**src/rtl/mux_scan_ctrl.sv**
```systemverilog
// mux_scan_ctrl: drives a 4-to-1 bit selector stage.
// A start request snapshots a 4-bit word. The block then presents bit
// indices 0..3 in order, holding each index for DWELL cycles. It reports
// busy and done. In continuous mode it rescans with a fresh snapshot on
// every pass.
module mux_scan_ctrl #(
   parameter int unsigned DWELL = 4  // cycles per index, legal range 1..255
) (
   input  logic       clk,
   input  logic       rst_n,
   input  logic       start,
   input  logic       cont,
   input  logic [3:0] din,
   output logic [3:0] data,
   output logic [1:0] valid,
   output logic       flag,
   output logic       busy,
   output logic       done
);

   typedef enum logic {
      IDLE = 1'b0,
      SCAN = 1'b1
   } state_t;

   // Terminal value of the dwell counter; the counter never goes past it.
   localparam logic [7:0] LAST_CNT = 8'(DWELL - 1);

   state_t     state;
   logic [7:0] cnt;
   logic       dwell_end;

   // Final cycle of the current index's dwell window.
   assign dwell_end = (cnt == LAST_CNT);

   // Scan sequencer: the state machine and all registered outputs.
   // NOTE: Every register in this block, including the data snapshot,
   // is reset. This lets an async reset clear the outputs at once,
   // even in the middle of a scan.
   always_ff @(posedge clk or negedge rst_n) begin
      if (!rst_n) begin
         state <= IDLE;
         cnt   <= '0;
         data  <= '0;
         valid <= '0;
         flag  <= 1'b0;
         busy  <= 1'b0;
         done  <= 1'b0;
      end else begin
         // NOTE: Use non-blocking assignments throughout. The done
         // default below can then be overridden later in the same
         // block without creating ordering hazards.
         done <= 1'b0;
         unique case (state)
            IDLE: begin
               if (start) begin
                  state <= SCAN;
                  data  <= din;
                  valid <= 2'd0;
                  cnt   <= '0;
                  flag  <= 1'b1;
                  busy  <= 1'b1;
               end
            end
            SCAN: begin
               if (!dwell_end) begin
                  cnt <= cnt + 8'd1;
               end else begin
                  cnt <= '0;
                  if (valid != 2'd3) begin
                     valid <= valid + 2'd1;
                  end else if (cont) begin
                     // Wrap into the next pass with no gap cycle.
                     data  <= din;
                     valid <= 2'd0;
                     done  <= 1'b1;
                  end else begin
                     // The scan is complete. Data keeps its last value.
                     state <= IDLE;
                     valid <= 2'd0;
                     flag  <= 1'b0;
                     busy  <= 1'b0;
                     done  <= 1'b1;
                  end
               end
            end
         endcase
      end
   end

endmodule
```
**config.mk**
```make
export PLATFORM = sky130hd
export DESIGN_NAME = mux_scan_ctrl
export DESIGN_NICKNAME = d
export VERILOG_FILES = /design/src/rtl/mux_scan_ctrl.sv
export SDC_FILE = /design/constraint.sdc
export NUM_CORES = 1
export LEC_CHECK = 0
export BUFFER_PORTS_ARGS = -buffer_cell sky130_fd_sc_hd__buf_2
export CELL_PAD_IN_SITES_DETAIL_PLACEMENT = 1
export CELL_PAD_IN_SITES_GLOBAL_PLACEMENT = 1
export CORE_ASPECT_RATIO = 1.5
export CORE_MARGIN = 4
export CORE_UTILIZATION = 44
export CTS_BUF_LIST = sky130_fd_sc_hd__clkbuf_4
export DETAILED_ROUTE_END_ITERATION = 8
export MAX_ROUTING_LAYER = met4
export PLACE_DENSITY_LB_ADDON = 0.1
export SETUP_SLACK_MARGIN = 0.2
export SYNTH_ARGS = -nofsm -noshare
export SYNTH_HDL_FRONTEND = slang
export SYNTH_SLANG_ARGS = --single-unit
```
**constraint.sdc**
```tcl
create_clock -name clk -period 2 [get_ports clk]
set_input_delay 0.1 -clock clk [delete_from_list [all_inputs] [get_ports clk]]
set_output_delay 0.1 -clock clk [all_outputs]
set_load 0.1 [all_outputs]
```
# ---- Yosys cells after proc, flatten, opt, wreduce, memory -nomap -nowiden
# Cells that the tools add are included.
dict set report word_totals {
  register_bits 17
  in_bits 8
  output_inout_bits 9
}
dict set report classes {
  addsub 2
  eq_ne 7
  muxes 25
  bitwise_logic 1
  reduce_logical 3
}
# op count
set ops {}
lappend ops {{4-bit two-way mux} 4}
lappend ops {{8-bit two-way mux} 2}
lappend ops {{8-bit case mux with 2 select lines} 1}
lappend ops {{1-bit two-way mux} 11}
lappend ops {{2-bit inequality test (second input constant)} 5}
lappend ops {{8-bit by 1-bit adder with 8-bit output (second input constant)} 1}
lappend ops {{8-bit by 2-bit == test with 1-bit output (second input constant)} 1}
lappend ops {{4-bit case mux with 2 select lines} 1}
lappend ops {{4-bit AND reduction} 2}
lappend ops {{2-bit two-way mux} 3}
lappend ops {{1-bit case mux with 2 select lines} 2}
lappend ops {{2-bit case mux with 2 select lines} 1}
lappend ops {{2-bit by 1-bit adder with 2-bit output (second input constant)} 1}
lappend ops {{2-bit by 1-bit inequality test with 1-bit output (second input constant)} 1}
lappend ops {{2-bit AND reduction} 1}
lappend ops {{1-bit inverter} 1}

# ---- Depth between registers and ports, before layout
# Gate-level depths: netlist (run 1).
dict set report depth {
  word_depth 4
  depth_mapped 5
}

# ---- Worst setup path after synthesis (run 1)
# Ideal clock, no wire load.
dict set report synth_timing {
  kind {flip-flop to flip-flop}
  from {register valid[0]}
  to {register data[0]}
  t_arrival_ns 1.867
  required_time_ns 1.875
  path_slack_ns 0.007
  stages_incl_launch_ff 5
  path_buffers 0
  synth_period_minus_slack_ns 1.993
  cell_sequence {dfrtp_1 > ha_1 > nand3_1 > a2bb2oi_4 > mux2_4}
}
dict set report synth_between {
  elab_chain_len 3
}
# element line_no
set synth_rtl {}
lappend synth_rtl {{from (decl)} 15} ;# output logic [1:0] valid,
lappend synth_rtl {{from (signal assigned)} 71} ;# valid <= valid + 2'd1;
lappend synth_rtl {{2-bit inequality test} 70} ;# if (valid != 2'd3) begin
lappend synth_rtl {{2-bit inequality test (no source line)} n/a}
lappend synth_rtl {{4-bit AND reduction (no source line)} n/a}
lappend synth_rtl {{to (signal assigned)} 58} ;# data <= din;
lappend synth_rtl {{to (signal assigned)} 74} ;# data <= din;
lappend synth_rtl {{to (decl)} 14} ;# output logic [3:0] data,
# No other way between the ends.
# A chain may end at the register's enable or synchronous reset.

# ---- Final worst setup path (run 1)
dict set report layout_timing {
  from {register cnt[1]}
  to {register data[3]}
}
dict set report layout_between {
  elab_chain_len 3
}
# element line_no
set layout_rtl {}
lappend layout_rtl {{from (decl)} 30} ;# logic [7:0] cnt;
lappend layout_rtl {{from (signal assigned)} 67} ;# cnt <= cnt + 8'd1;
lappend layout_rtl {{8-bit by 2-bit == test with 1-bit output} 34} ;# assign dwell_end = (cnt == LAST_CNT);
lappend layout_rtl {{2-bit by 1-bit inequality test with 1-bit output (no source line)} n/a}
lappend layout_rtl {{4-bit AND reduction (no source line)} n/a}
# No other way between the ends.

==> impl_metrics.toml, run 1 <==
[outcome]
status = "completed"

[die]
io_pins = 17
dieArea_mm2 = 0.00282
die_h_um = 63.1
std_cell_rows = 19
start_util_pct = 47.4
core_area_mm2 = 0.00188
die_x_um = 44.7

[synth]
synthesis.instances = 81
yosys_warnings = 0
ys_seq_area_share_pct = 47.8
synth_compound_area_share_pct = 16.3
synthAdderAreaFrac_pct = 2.81
synth_nets = 91
ys_ff_latch = 17
yosys.area_share.simple_pct = 19.7
ys_types = 30
synth_top_family_by_area = "simple AND/OR/NAND/NOR gates"
synth_xor_area_share_pct = 0.983
synthMuxAreaShare_pct = 8.99
post_synth_instance_area_um2 = 891
postSynthAreaPerCell_um2 = 11.0

[clock_tree]
clk_pin_slew_ns = 0.10
cts_buffers = 3
cts_buffer_depth = 2
worstSkewPairLatency_ns = 0.29
cts_max_level = 1
cts.sinks = 17
cts-root-buf = "clkbuf_4"
cts_tree = "yes"

[power]
pwr-share-clk_pct = 11.9
vdd_drop_max_uv = 1170
intPower_mw = 0.837
p_switching_mw = 0.830
sw_frac_of_total_pct = 49.8
leakage_nw = 0.537
p_seq_share_pct = 38.2
p_total_mw = 1.67
comb_power_share_pct = 49.9
power_density_mw_per_mm2 = 1550

[placed_design]
portBuffers = 16
dp.cells = 117
place_ws_ns = 0.151
globalplace.congestion = 0.801
hpwl_mm = 1.68
place_area_um2 = 998

[timing]
tns_ns = 0
finalWorstSetupSlack_ns = 0.271
max_freq_mhz = 578
finalCriticalPeriod_ns = 1.73
finalClockSkew_ns = 0.00561
min_period_over_period_pct = 86.4
rsz0062_at_grt = "false"
tightest_slew_ns = 0.588
setup_viol = 0
slew_viol_final = 0
slew_headroom_pct = 60.6
hold_violations = 0

[final_layout]
multi_input_area_um2 = 437
diodes = 0
stdcell_count = 126
ff_latch_area_um2 = 429
final_area_mm2 = 0.00107
finalNetCount = 116
drive_gt1_share_pct = 40.0
syn_to_final_growth_pct = 20.4
nFillCells = 216

[grt]
grt_pass1_vias = 786
grt_pass1_wl_mm = 3.88
antenna_found_initial = 0
globalRouteOverflowTotal = 0
grt_max_degree = 18
grt_use_total_pct = 19.4

[drt]
drc_errors = 0
wl_per_cell_um = 18.0
via_per_inst = 5.53
antenna_left = 0
dr_total_vias = 697
first_pass_iters = 4
wl_mm = 2.27
dr.first_iter.drc_count = 18

[critical_path]
cp-start-kind = "register"
worstSetupEndpointType = "register"
critPathMaxFanout = 7
crit_type = "register to register"
crit_required_ns = 2.18
cp.arrival_ns = 1.91

[worst_hold_path]
worst_hold_path_type = "input pin to register"

[run]
drv_cap = 0
==> power groups by stage <==
stage | clock (mW) | sequential, mW | combinational [mW]
final | 0.199 | 0.637 | 0.832
after CTS | 0.204 | 0.636 | 0.831
after global routing | 0.228 | 0.660 | 0.890
after global placement | 0 | 0.635 | 0.780
after floorplan | 0 | 0.942 | 0.324
after detailed placement | 0 | 0.652 | 0.800
==> placed cells by master (no fill, tap or decap) <==
master,count
a211o_1,1
a21oi_1,3
a2bb2oi_4,1
a31oi_1,5
a32o_1,1
a41oi_1,1
and2_2,1
and3_1,1
and4_2,2
buf_2,16
buf_4,6
clkbuf_4,4
dfrtp_1,14
dfrtp_2,3
dlygate4sd3_1,1
ha_1,1
ha_2,1
inv_1,4
mux2_4,4
mux2i_1,2
nand2_1,8
nand2_4,1
nand3_1,6
nand4_1,1
nor2_1,3
nor2b_1,2
nor3_2,1
nor4b_4,1
o21ai_0,6
o22ai_1,1
o31a_1,1
or2_2,1
xor2_1,1
==> metrics by stage <==
stage	hold WS [ns]	util, %
after floorplan	-0.196	-
after global routing	0.0254	57.1
final	0.0366	57.1
after detailed placement	0.0501	53.2
after global placement	0.0439	53.2
after CTS	0.0308	55.8
==> synth_stat cells <==
| library cell | number | share of area, % |
|---|---|---|
| a211o_1 | 1 | 0.98 |
| a21oi_1 | 3 | 1.7 |
| a2bb2oi_4 | 1 | 2.9 |
| a31oi_1 | 5 | 3.5 |
| a32o_1 | 1 | 1.1 |
| a41oi_1 | 1 | 0.98 |
| and2_2 | 1 | 0.84 |
| and3_1 | 1 | 0.70 |
| and4_2 | 2 | 2.2 |
| buf_4 | 1 | 0.84 |
| clkbuf_1 | 1 | 0.42 |
| clkbuf_2 | 1 | 0.56 |
| dfrtp_1 | 17 | 48 |
| ha_1 | 2 | 2.8 |
| inv_1 | 4 | 1.7 |
| mux2_4 | 4 | 6.7 |
| mux2i_1 | 2 | 2.2 |
| nand2_1 | 8 | 3.4 |
| nand2_4 | 1 | 1.3 |
| nand3_1 | 6 | 3.4 |
| nand4_1 | 1 | 0.70 |
| nor2_1 | 3 | 1.3 |
| nor2b_1 | 2 | 1.4 |
| nor3_2 | 1 | 1.1 |
| nor4b_4 | 1 | 2.7 |
| o21ai_0 | 6 | 3.4 |
| o22ai_1 | 1 | 0.70 |
| o31a_1 | 1 | 0.98 |
| or2_2 | 1 | 0.70 |
| xor2_1 | 1 | 0.98 |
==> cell type report <==
type / instances / area share [%]
clock buffers: 4 / 2.80
inverters: 4 / 1.40
multi-input cells: 57 / 40.7
flip-flops and latches: 17 / 40.0
well taps: 21 / 2.45
repair buffers: 23 / 12.6
==> routing by layer <==
metal	track usage, %	up-vias	part of all wire, %
met4	7.92	0	1.1
met2	33.1	16	57
li1	-	342	-
met3	2.56	2	3.2
met5	-	-	0
met1	21.7	337	39
==> registers in the layout (all words and copies together) (netlist names) <==
signal,count
valid,2
done,1
cnt,8
busy,1
data,4
state,1
==> cell families after synthesis <==
logic type / count (synthesis)
mux: 6
compound gates: 20
flops: 17
buf+inv: 7
simple gates: 28
fa+ha+maj: 2
xor+xnor: 1
==> worst paths after layout <==
path,from,to,slack [ns],cells after the start
max in group asynchronous,rst_n,valid[0],1.44,2
max reg2reg,cnt[1],data[3],0.27,5
min,din[1],data[1],0.04,2
min reg2reg,data[3],data[3],0.52,1
max,cnt[1],data[3],0.27,5
min in group asynchronous,rst_n,cnt[7],0.25,2
==> what timing repair did <==
action / CTS / global route
pin swaps: 0 / 1
resized for setup: 1 / 1
cloned: 0 / 0
hold buffers: 1 / 0
setup buffers: 1 / 3
setup endpoints to repair: 4 / 5
endpoints found under the hold margin: 17 / 0
==> worst max-delay path, stage by stage (launching register included) <==
cell and delay, ns:
dfrtp_2 0.42, ha_2 0.24, nor4b_4 0.29, nand2_4 0.13
a2bb2oi_4 0.22, mux2_4 0.31
Power figures use the tool's default switching activity.
==> run 2, diff against run 1 <==
Settings changed: CORE_UTILIZATION 44 to 41, CTS_BUF_LIST sky130_fd_sc_hd__clkbuf_4 to default, SKIP_LAST_GASP from default to 1.
==> run 2 against run 1 <==
Sequential share of layout area grew 1.0 points; die area up 6.2%; combinational power down 1%; sequential cell count did not move; first-iteration DRC count fell by 61%; wire length fell by 4.2%; hold slack got worse by 0.021 ns; critical endpoint is now data[1]; highest routed layer unchanged.
==> impl_metrics.toml, run 2 (synthesized netlist as in run 1, its figures left out) <==
[final_layout]
finalNetCount = 113
nFillCells = 252
diodes = 0
final_area_mm2 = 0.00105
syn_to_final_growth_pct = 17.7
top_register = "cnt"
drive_gt1_share_pct = 38.2
reg.largest.list = "cnt x8, data x4, valid x2"
largest_reg_flops = 8
most-common-layout-cells = "buf_2, dfrtp_1, nand2_1"
final_common_cell = "buf_2"
ff_latch_area_um2 = 430
multi_input_area_um2 = 437

[power]
leakage_nw = 0.520
vdd_drop_max_uv = 1010
power_density_mw_per_mm2 = 1600

[critical_path]
critPathMaxFanout = 9
path_delay_family = "flip-flops"
max_stage_delay_ns = 0.43
crit_type = "register to register"
path_cells = "ha_2, nor4b_4, nand2_4, a2bb2oi_4, mux2_4"
critPathSlowestCell = "dfrtp_2"
cp_num_buf_inv = 0
crit_required_ns = 2.19
cp.arrival_ns = 1.91
worstSetupEndpointType = "register"
cp-start-kind = "register"

[clock_tree]
cts_buffer_depth = 2
cts.sinks = 17
clk_pin_slew_ns = 0.11
cts_max_level = 1
cts-root-buf = "clkbuf_4"
cts_tree = "yes"
worstSkewPairLatency_ns = 0.30
cts_buffers = 3

[timing]
finalCriticalPeriod_ns = 1.72
max_freq_mhz = 582
setup_viol = 0
tns_ns = 0
rsz0062_at_grt = "false"
min_period_over_period_pct = 86.0
slew_headroom_pct = 57.6
hold_violations = 0
whs_ns = 0.0153
slew_viol_final = 0
tightest_slew_ns = 0.633
finalClockSkew_ns = 0.00611

[drt]
first_pass_iters = 3
via_per_inst = 5.85
wl_per_cell_um = 17.5
drc_errors = 0
dr.first_iter.drc_count = 7
dr_total_vias = 725
wl_mm = 2.17
antenna_left = 0

[die]
die_x_um = 46.1
std_cell_rows = 20
io_pins = 17
die_h_um = 65.1
core_area_mm2 = 0.00205
start_util_pct = 43.4
dieArea_mm2 = 0.00300

[grt]
grt_use_total_pct = 17.5
antenna_found_initial = 0
grt_pass1_wl_mm = 3.71
grt_max_degree = 18
globalRouteOverflowTotal = 0
grt_pass1_vias = 765

[outcome]
status = "completed"

[placed_design]
hpwl_mm = 1.58
portBuffers = 16
globalplace.congestion = 0.792
place_area_um2 = 985

[worst_hold_path]
worst_hold_path_type = "input pin to register"

[run]
drv_cap = 0
-- run 2: through the flow --
stage | utilization, % | std cells | setup WS [ns] | power [mW]
4_1_cts | 49.9 | 121 | 0.216 | 1.63
3_5_place_dp | 48.0 | 116 | 0.199 | 1.43
3_3_place_gp | 48.0 | 116 | 0.255 | 1.41
5_1_grt | 51.1 | 124 | 0.205 | 1.78
6_report | 51.1 | 124 | 0.281 | 1.68
2_1_floorplan | - | 81 | 0.305 | 1.27
-- run 2: final cells by class --
class / instances / area share (%)
clock buffer: 4 / 2.51
inverter: 4 / 1.43
multi-input combinational: 57 / 41.6
sequential: 17 / 41.0
tap: 22 / 2.63
timing repair buffer: 20 / 10.7
-- run 2: layer usage --
layer	up-vias	GRT usage (%)	share of wire (%)
li1	339	-	-
met1	366	21.7	41
met2	15	28.1	53
met3	5	1.92	3.4
met4	0	7.47	2.1
met5	-	-	0
-- run 2: report_power, final --
part / switching, mW / internal [mW]
logic: 0.546 / 0.277
registers: 0.176 / 0.481
clock network: 0.119 / 0.0779
total: 0.841 / 0.836
-- run 2: timing repair --
action	CTS	global route
pin swaps	0	1
buffers inserted	0	3
gates resized for setup	1	2
hold buffers	1	0
hold endpoints to repair	17	0
endpoints found under the setup margin	4	6
-- run 2: path summary, 6_finish.rpt --
path                         start       end  slack, ns  cells after the start
max                         cnt[0]   data[1]       0.28                      5
min                         din[2]   data[2]       0.02                      2
max reg2reg                 cnt[0]   data[1]       0.28                      5
min reg2reg                data[2]   data[2]       0.52                      1
max in group asynchronous    rst_n  valid[0]       1.44                      2
min in group asynchronous    rst_n    cnt[6]       0.25                      2
